$ cat src/rtl/gpio_conditioner.sv
// gpio_conditioner
// Input conditioning between FPGA pins and the SoC gpio_in bus. Every channel
// has a synchroniser chain, a runtime-enabled debounce filter and sticky
// edge-pending capture. A single registered interrupt line ORs the pending flags.
//
// After reset the block primes for SYNC_STAGES+1 cycles. During priming the
// stable value tracks the synchroniser output directly, so the pin state seen
// at reset release appears on gpio_o without being reported as an edge.
module gpio_conditioner #(
    parameter int NUM_GPIO    = 32,
    parameter int SYNC_STAGES = 2,
    parameter int DEBOUNCE_W  = 16
) (
    input  logic                  clk,
    input  logic                  rst_n,
    input  logic [NUM_GPIO-1:0]   gpio_in,
    input  logic [NUM_GPIO-1:0]   debounce_en_i,
    input  logic [DEBOUNCE_W-1:0] debounce_limit_i,
    input  logic [NUM_GPIO-1:0]   irq_rise_en_i,
    input  logic [NUM_GPIO-1:0]   irq_fall_en_i,
    input  logic [NUM_GPIO-1:0]   irq_clr_i,
    output logic [NUM_GPIO-1:0]   gpio_o,
    output logic [NUM_GPIO-1:0]   pending_o,
    output logic                  irq_o
);

    // Wide enough to hold SYNC_STAGES+1 (max 5 for four stages).
    localparam int PRIME_W = $clog2(SYNC_STAGES + 2);
    localparam logic [PRIME_W-1:0] PRIME_LOAD = PRIME_W'(SYNC_STAGES + 1);
    localparam logic [DEBOUNCE_W-1:0] CNT_ONE = DEBOUNCE_W'(1);

    logic [PRIME_W-1:0]  prime_cnt_reg;
    logic                priming;
    logic [NUM_GPIO-1:0] pending_vec;
    logic                irq_reg;

    // A shared limit of 0 behaves exactly like a limit of 1.
    logic [DEBOUNCE_W-1:0] shared_limit;
    assign shared_limit = (debounce_limit_i == '0) ? CNT_ONE : debounce_limit_i;

    assign priming = (prime_cnt_reg != '0);

    // Priming countdown; once it reaches zero the block stays in RUN until reset.
    always_ff @(posedge clk or negedge rst_n) begin
        if (!rst_n) begin
            prime_cnt_reg <= PRIME_LOAD;
        end else if (priming) begin
            prime_cnt_reg <= prime_cnt_reg - PRIME_W'(1);
        end
    end

    genvar gi;
    generate
        for (gi = 0; gi < NUM_GPIO; gi++) begin : g_ch
            logic [SYNC_STAGES-1:0] sync_reg;
            logic                   sync_last;
            logic                   stable_reg;
            logic                   stable_next;
            logic                   pending_reg;
            logic                   pending_next;
            logic [DEBOUNCE_W-1:0]  cnt_reg;
            logic [DEBOUNCE_W-1:0]  cnt_next;
            logic [DEBOUNCE_W-1:0]  eff_limit;
            logic                   rise_hit;
            logic                   fall_hit;

            assign sync_last = sync_reg[SYNC_STAGES-1];

            // Synchroniser chain: the pin enters at bit 0 and leaves at the top bit.
            always_ff @(posedge clk or negedge rst_n) begin
                if (!rst_n) begin
                    sync_reg <= '0;
                end else begin
                    sync_reg <= {sync_reg[SYNC_STAGES-2:0], gpio_in[gi]};
                end
            end

            // Debounce decision, edge detection and pending next-state.
            always_comb begin
                eff_limit    = debounce_en_i[gi] ? shared_limit : CNT_ONE;
                stable_next  = stable_reg;
                cnt_next     = cnt_reg;
                if (priming) begin
                    stable_next = sync_last;
                    cnt_next    = '0;
                end else if (sync_last == stable_reg) begin
                    cnt_next = '0;
                end else if (cnt_reg >= eff_limit - CNT_ONE) begin
                    // The >= lets a limit lowered mid-count commit at once.
                    stable_next = sync_last;
                    cnt_next    = '0;
                end else if (cnt_reg != '1) begin
                    // Saturate rather than wrap on very long disagreements.
                    cnt_next = cnt_reg + CNT_ONE;
                end

                rise_hit = !priming && !stable_reg &&  stable_next && irq_rise_en_i[gi];
                fall_hit = !priming &&  stable_reg && !stable_next && irq_fall_en_i[gi];
                // A new edge wins over a clear arriving in the same cycle.
                pending_next = rise_hit || fall_hit || (pending_reg && !irq_clr_i[gi]);
            end

            // Per-channel state registers.
            always_ff @(posedge clk or negedge rst_n) begin
                if (!rst_n) begin
                    stable_reg  <= 1'b0;
                    cnt_reg     <= '0;
                    pending_reg <= 1'b0;
                end else begin
                    stable_reg  <= stable_next;
                    cnt_reg     <= cnt_next;
                    pending_reg <= pending_next;
                end
            end

            assign gpio_o[gi]      = stable_reg;
            assign pending_vec[gi] = pending_reg;
        end
    endgenerate

    assign pending_o = pending_vec;

    // Interrupt follows the registered pending flags one cycle later.
    always_ff @(posedge clk or negedge rst_n) begin
        if (!rst_n) begin
            irq_reg <= 1'b0;
        end else begin
            irq_reg <= |pending_vec;
        end
    end

    assign irq_o = irq_reg;

endmodule

$ cat config.mk
export PLATFORM = sky130hd
export DESIGN_NAME = gpio_conditioner
export DESIGN_NICKNAME = d
export VERILOG_FILES = /design/src/rtl/gpio_conditioner.sv
export SDC_FILE = /design/constraint.sdc
export NUM_CORES = 2
export LEC_CHECK = 0
export ABC_CLOCK_PERIOD_IN_PS = 3000
export BUFFER_PORTS_ARGS = -buffer_cell sky130_fd_sc_hd__buf_2
export CAP_MARGIN = 20
export CORE_MARGIN = 1
export CORE_UTILIZATION = 35
export DETAILED_ROUTE_END_ITERATION = 10
export HOLD_SLACK_MARGIN = 0.1
export PLACE_DENSITY_LB_ADDON = 0.3
export SLEW_MARGIN = 15
export SYNTH_ARGS = -nofsm -noshare
export SYNTH_HDL_FRONTEND = slang
export SYNTH_SLANG_ARGS = --single-unit
$ cat constraint.sdc
create_clock -name clk -period 3 [get_ports clk]
set_input_delay 0.6 -clock clk [delete_from_list [all_inputs] [get_ports clk]]
set_output_delay 0.6 -clock clk [all_outputs]
set_load 0.02 [all_outputs]
# Word level (Yosys, flattened, before mapping)
# Cells that the tools add are included.
# totals
ff_bits	643
out_inout_bits	65
in_bits	178
word_cells	968
# op_classes
n_reduce_logical	420
muxes	257
eq_ne	64
n_lt_le_gt_ge	32
addsub	65
# op_table
cell	count
$mux 16	161
$add 16x1->16 const B	32
$ge 16x16->1	32
$ne 16x16->1 const B	32
$sub 16x1->16 const B	32
$logic_and 1x1->1	224
$reduce_bool 4->1	32
$logic_not 1->1	97
$mux 1	96
$logic_or 1x1->1	64
$eq 1x1->1	32
$reduce_or 32->1	1
$logic_not 16->1	1
$reduce_bool 2->1	1
$sub 2x1->2 const B	1

# Logic depth before layout (Yosys ltp)
# depth
word_depth	13
ltp_mapped	20
depth_no_buf	14

# Worst setup path before layout
# OpenSTA, ideal clock, no wires.
# synth_path
path_kind	input to register
start	input debounce_limit_i[9]
end	register g_ch[31].cnt_reg[10]
arrival_time_ns	4.684
path_slack_ns	-1.757
path_stages	19
n_path_buf	5
t_required_ns	2.928
setup_ns	0.072
path_cell_list	buf_6 > or4_4 > and4b_4 > a31oi_1 > clkbuf_1 > and2_1 > ha_1 > clkbuf_1 > or2_2 > buf_1 > o221ai_1 > ha_1 > and2_1 > a221oi_1 > o21ai_0 > a221o_1 > a211o_1 > clkbuf_1 > nor2_1
# synth_via
elab_chain_cells	8
word_cells_on_any_way	9
cone_classes	1 x add/sub; 1 x order compare; 5 x mux; 2 x reduce/logical
# synth_lines
item	line	rtl
start: declaration	18	input logic [DEBOUNCE_W-1:0] debounce_limit_i,
$logic_not 16->1	39	assign shared_limit = (debounce_limit_i == '0) ? CNT_ONE : debounce_limit_i;
$mux 16 (*)	39	
$mux 16 (*)	80	eff_limit = debounce_en_i[gi] ? shared_limit : CNT_ONE;
$sub 16x1->16 (*)	88	end else if (cnt_reg >= eff_limit - CNT_ONE) begin
$ge 16x16->1 (*)	88	
$mux 16	88	
$mux 16	86	end else if (sync_last == stable_reg) begin
$mux 16	83	if (priming) begin
end signal: assignment	111	cnt_reg <= cnt_next;
end: declaration	61	logic [DEBOUNCE_W-1:0] cnt_reg;
# Mark *: on every way between the ends. The rest lies on a longest branch, timed or not.
# A chain may end at the register's enable or synchronous reset.

# Worst setup path in the final report
# layout_path
start	input debounce_limit_i[12]
end	register g_ch[31].cnt_reg[5]
# Same word-level chain as after synthesis.

==> impl_metrics.tcl <==
set metrics [dict create \
    status "complete, but fails checks" \
    violations "negative setup slack" \
    syn-cell-area_um2 48500 \
    wl_met3_mm 11.2 \
    synth_commonest_cells "nand2_1, dfrtp_1, nor2_1, ha_1, xor2_1" \
    final_layout_size_suffix_gt1_share_pct 23.0 \
    m1WireLength_mm 71.6 \
    first_pass_iters 5 \
    r2r-start "g_ch[7].cnt_reg[0]" \
    cp_slowest_stage_delay_ps 520 \
    grt_overflow_total 0 \
    min_period_ps 3790 \
    cts_tree "done" \
    hp-class "primary input to flop" \
    report.final.slew_viol_count 0 \
    synth_area_leaders "dfrtp_1, ha_1, nand2_1" \
    p_leak_nw 28.0 \
    worstSkewPairLatency_ps 710 \
    fmax_ghz 0.264 \
    syn_nets 6355 \
    cts-root-buf "clkbuf_16" \
    synth-async-reset-ratio_pct 100 \
    syn_to_final_growth_pct 27.4 \
    path_buf_inv 3 \
    vdd_ir_drop_max_mv 0.465 \
    initial_core_util_pct 35.2 \
    crit_path_cell_trace "buf_6 > or4_4 > and4b_4 > a31oi_4 > buf_12 > and2_4 > ha_4 > or2_4 > o221ai_2 > ha_1 > and2_4 > a221oi_2 > o21ai_1 > a221o_1 > a211o_4 > buf_12 > nor2_4" \
    cts_buffers 80 \
    yosys_register_bits 643 \
    port_buffers 242 \
    wl_met2_mm 73.7 \
    netlist_instances 5600 \
    ant_nets 0 \
    worstHoldPathCells 2 \
    crit_path_start_kind "primary input" \
    cap_violations 0 \
    grt_pass1_wl_mm 247 \
    skew_ps 35.2 \
    fp-row-count 136 \
    antenna_found_initial 26 \
    final_nets 6960 \
    drt-initial-drc-count 3293 \
    via_count 44500 \
    grt_start_max_net_pins 82 \
    synth_top_area_cell "dfrtp_1" \
    grt_pass1_vias 42600 \
    drc 0 \
    hold_end "g_ch[22].pending_reg" \
    critPathTopFamily "simple AND/OR/NAND/NOR gates" \
    clkSinkCount 643 \
    max_slew_margin_pct 37.3 \
    r2r_end "g_ch[7].cnt_reg[2]" \
    required_ps 3630 \
    hold_viol_final 0 \
    synth_top_area_share_pct 33.1 \
    ff2ff_path_depth 9 \
    post-synth-top-count-cell "nand2_1" \
    fin_crit_sh_pct 126 \
    clk_pin_slew_ps 60 \
    whs_ps 124 \
    worstMarginPinSlew_ps 940 \
    hp-start "irq_clr_i[22]" \
    ios 243 \
    die-area_um2 140000 \
    r2r_slack_ps 480 \
    gp_congestion 0.911 \
    yosysSeqAreaShare_pct 33.2 \
    synth_edf_count 0 \
    critical_path.max_fanout 7 \
    crit_arrival_ps 4420 \
    ys_types 86 \
    grtUsageTotal_pct 22.4 \
    synth_ff_type "dfrtp_1" \
    p_per_area_nw_per_um2 469 \
    wire_per_inst_um 20.1 \
    critPathKind "primary input to flop" \
    worst_path_max_delay_cell "or4_4" \
    layoutNonFillerInstCount 8072 \
    via_per_inst 5.51 \
    rsz0062_at_grt "true" \
    hpwl_mm 116 \
    top_layer "met5" \
    htreeDepth 3 \
    clock_path_buffers 3 \
    setup-violations-final 576 \
    timing.final.ws_setup_ps -789 \
    fp.dieH_um 374 \
    dp_cells 7770 \
    wl_mm 162 \
    yosysWarningCount 0 \
    avgSynthCellArea_um2 8.65 \
    cp-end-kind "flop" \
    die_w_um 374 \
    core_area_um2 137000 \
    largest_reg_flops 512 \
]
-- worst max-delay path by stage --
stage / from / endpoint / slack [ps] / depth (start not counted)
3_5_place_dp: debounce_limit_i[11] / g_ch[26].cnt_reg[14] / -1760 / 16
5_1_grt: debounce_limit_i[12] / g_ch[12].cnt_reg[14] / -880 / 18
4_1_cts: debounce_limit_i[12] / g_ch[7].stable_reg / -780 / 17
3_3_place_gp: debounce_limit_i[11] / g_ch[26].cnt_reg[14] / -1690 / 16
6_report: debounce_limit_i[12] / g_ch[31].cnt_reg[5] / -790 / 17
2_1_floorplan: debounce_limit_i[9] / g_ch[31].cnt_reg[10] / -1420 / 19
-- through the flow --
step	total power, mW	setup TNS (ps)	util [%]	instance area (µm²)	setup slack, ps
6_report	28.9	-356330	44.9	61700	-789
5_1_grt	30.5	-416200	44.9	61700	-885
4_1_cts	28.2	-341040	43.1	59200	-781
3_5_place_dp	17.2	-894620	39.7	54600	-1760
3_3_place_gp	17.1	-871820	39.7	54600	-1690
2_1_floorplan	14.8	-684570	-	49000	-1420
-- cell usage in the layout (no fill, tap or decap), types with 48 or more instances in the layout --
master and count:
a21o_1 172, nor2_4 56, clkbuf_16 90, nand4_1 187, dlygate4sd3_1 59, a21oi_1 207
and4_1 49, nand2_1 688, ha_1 523, xnor2_1 147, and3_1 101, xor2_1 275
nand2b_1 66, dfrtp_1 641, buf_6 55, nand3_1 238, nor2_2 61, nor2_1 509
buf_2 235, nor3_1 90, o221ai_1 69, buf_4 449, a21boi_0 75, ha_4 51
buf_12 48, inv_1 109, o21ai_0 121
-- power breakdown --
group	total (mW)	internal [mW]	leakage, nW	switching, mW
Clock	10.4	6.26	1.36	4.11
Combinational	8.34	3.75	17.9	4.59
Sequential	10.2	9.34	8.73	0.895
Total	28.9	19.3	28.0	9.60
-- logic make-up after synthesis --
group,count (synthesis),share of synthesized area (%)
multiplexers,70,1.53
AO/OA/AOI/OAI,1060,14.9
adder cells (fa/ha/maj),577,14.9
XOR/XNOR,430,7.82
AND/OR/NAND/NOR,2362,23.3
flip-flops,643,33.2
buffers and inverters,458,4.33
-- metal layers --
metal,vias up,track usage [%]
met5,-,0
met4,20,8.60
met3,301,4.28
met2,1191,35.4
met1,21600,30.1
li1,21300,-
-- cell type report --
class | instances | area, µm²
clock inverter | 35 | 469
multi-input combinational | 4506 | 33200
clock buffer | 112 | 2320
sequential | 643 | 16100
fill | 13100 | 75700
tap | 1794 | 2240
inverter | 110 | 413
antenna | 8 | 20.0
timing repair buffer | 864 | 7030
-- timing repair --
item	in CTS	in global routing
pin swaps	99	202
hold buffers	59	0
endpoints found under the hold margin	88	0
resized for setup	212	487
setup endpoints to repair	576	576
buffers inserted	27	43
cloned	8	12
Power figures use the tool's default switching activity.
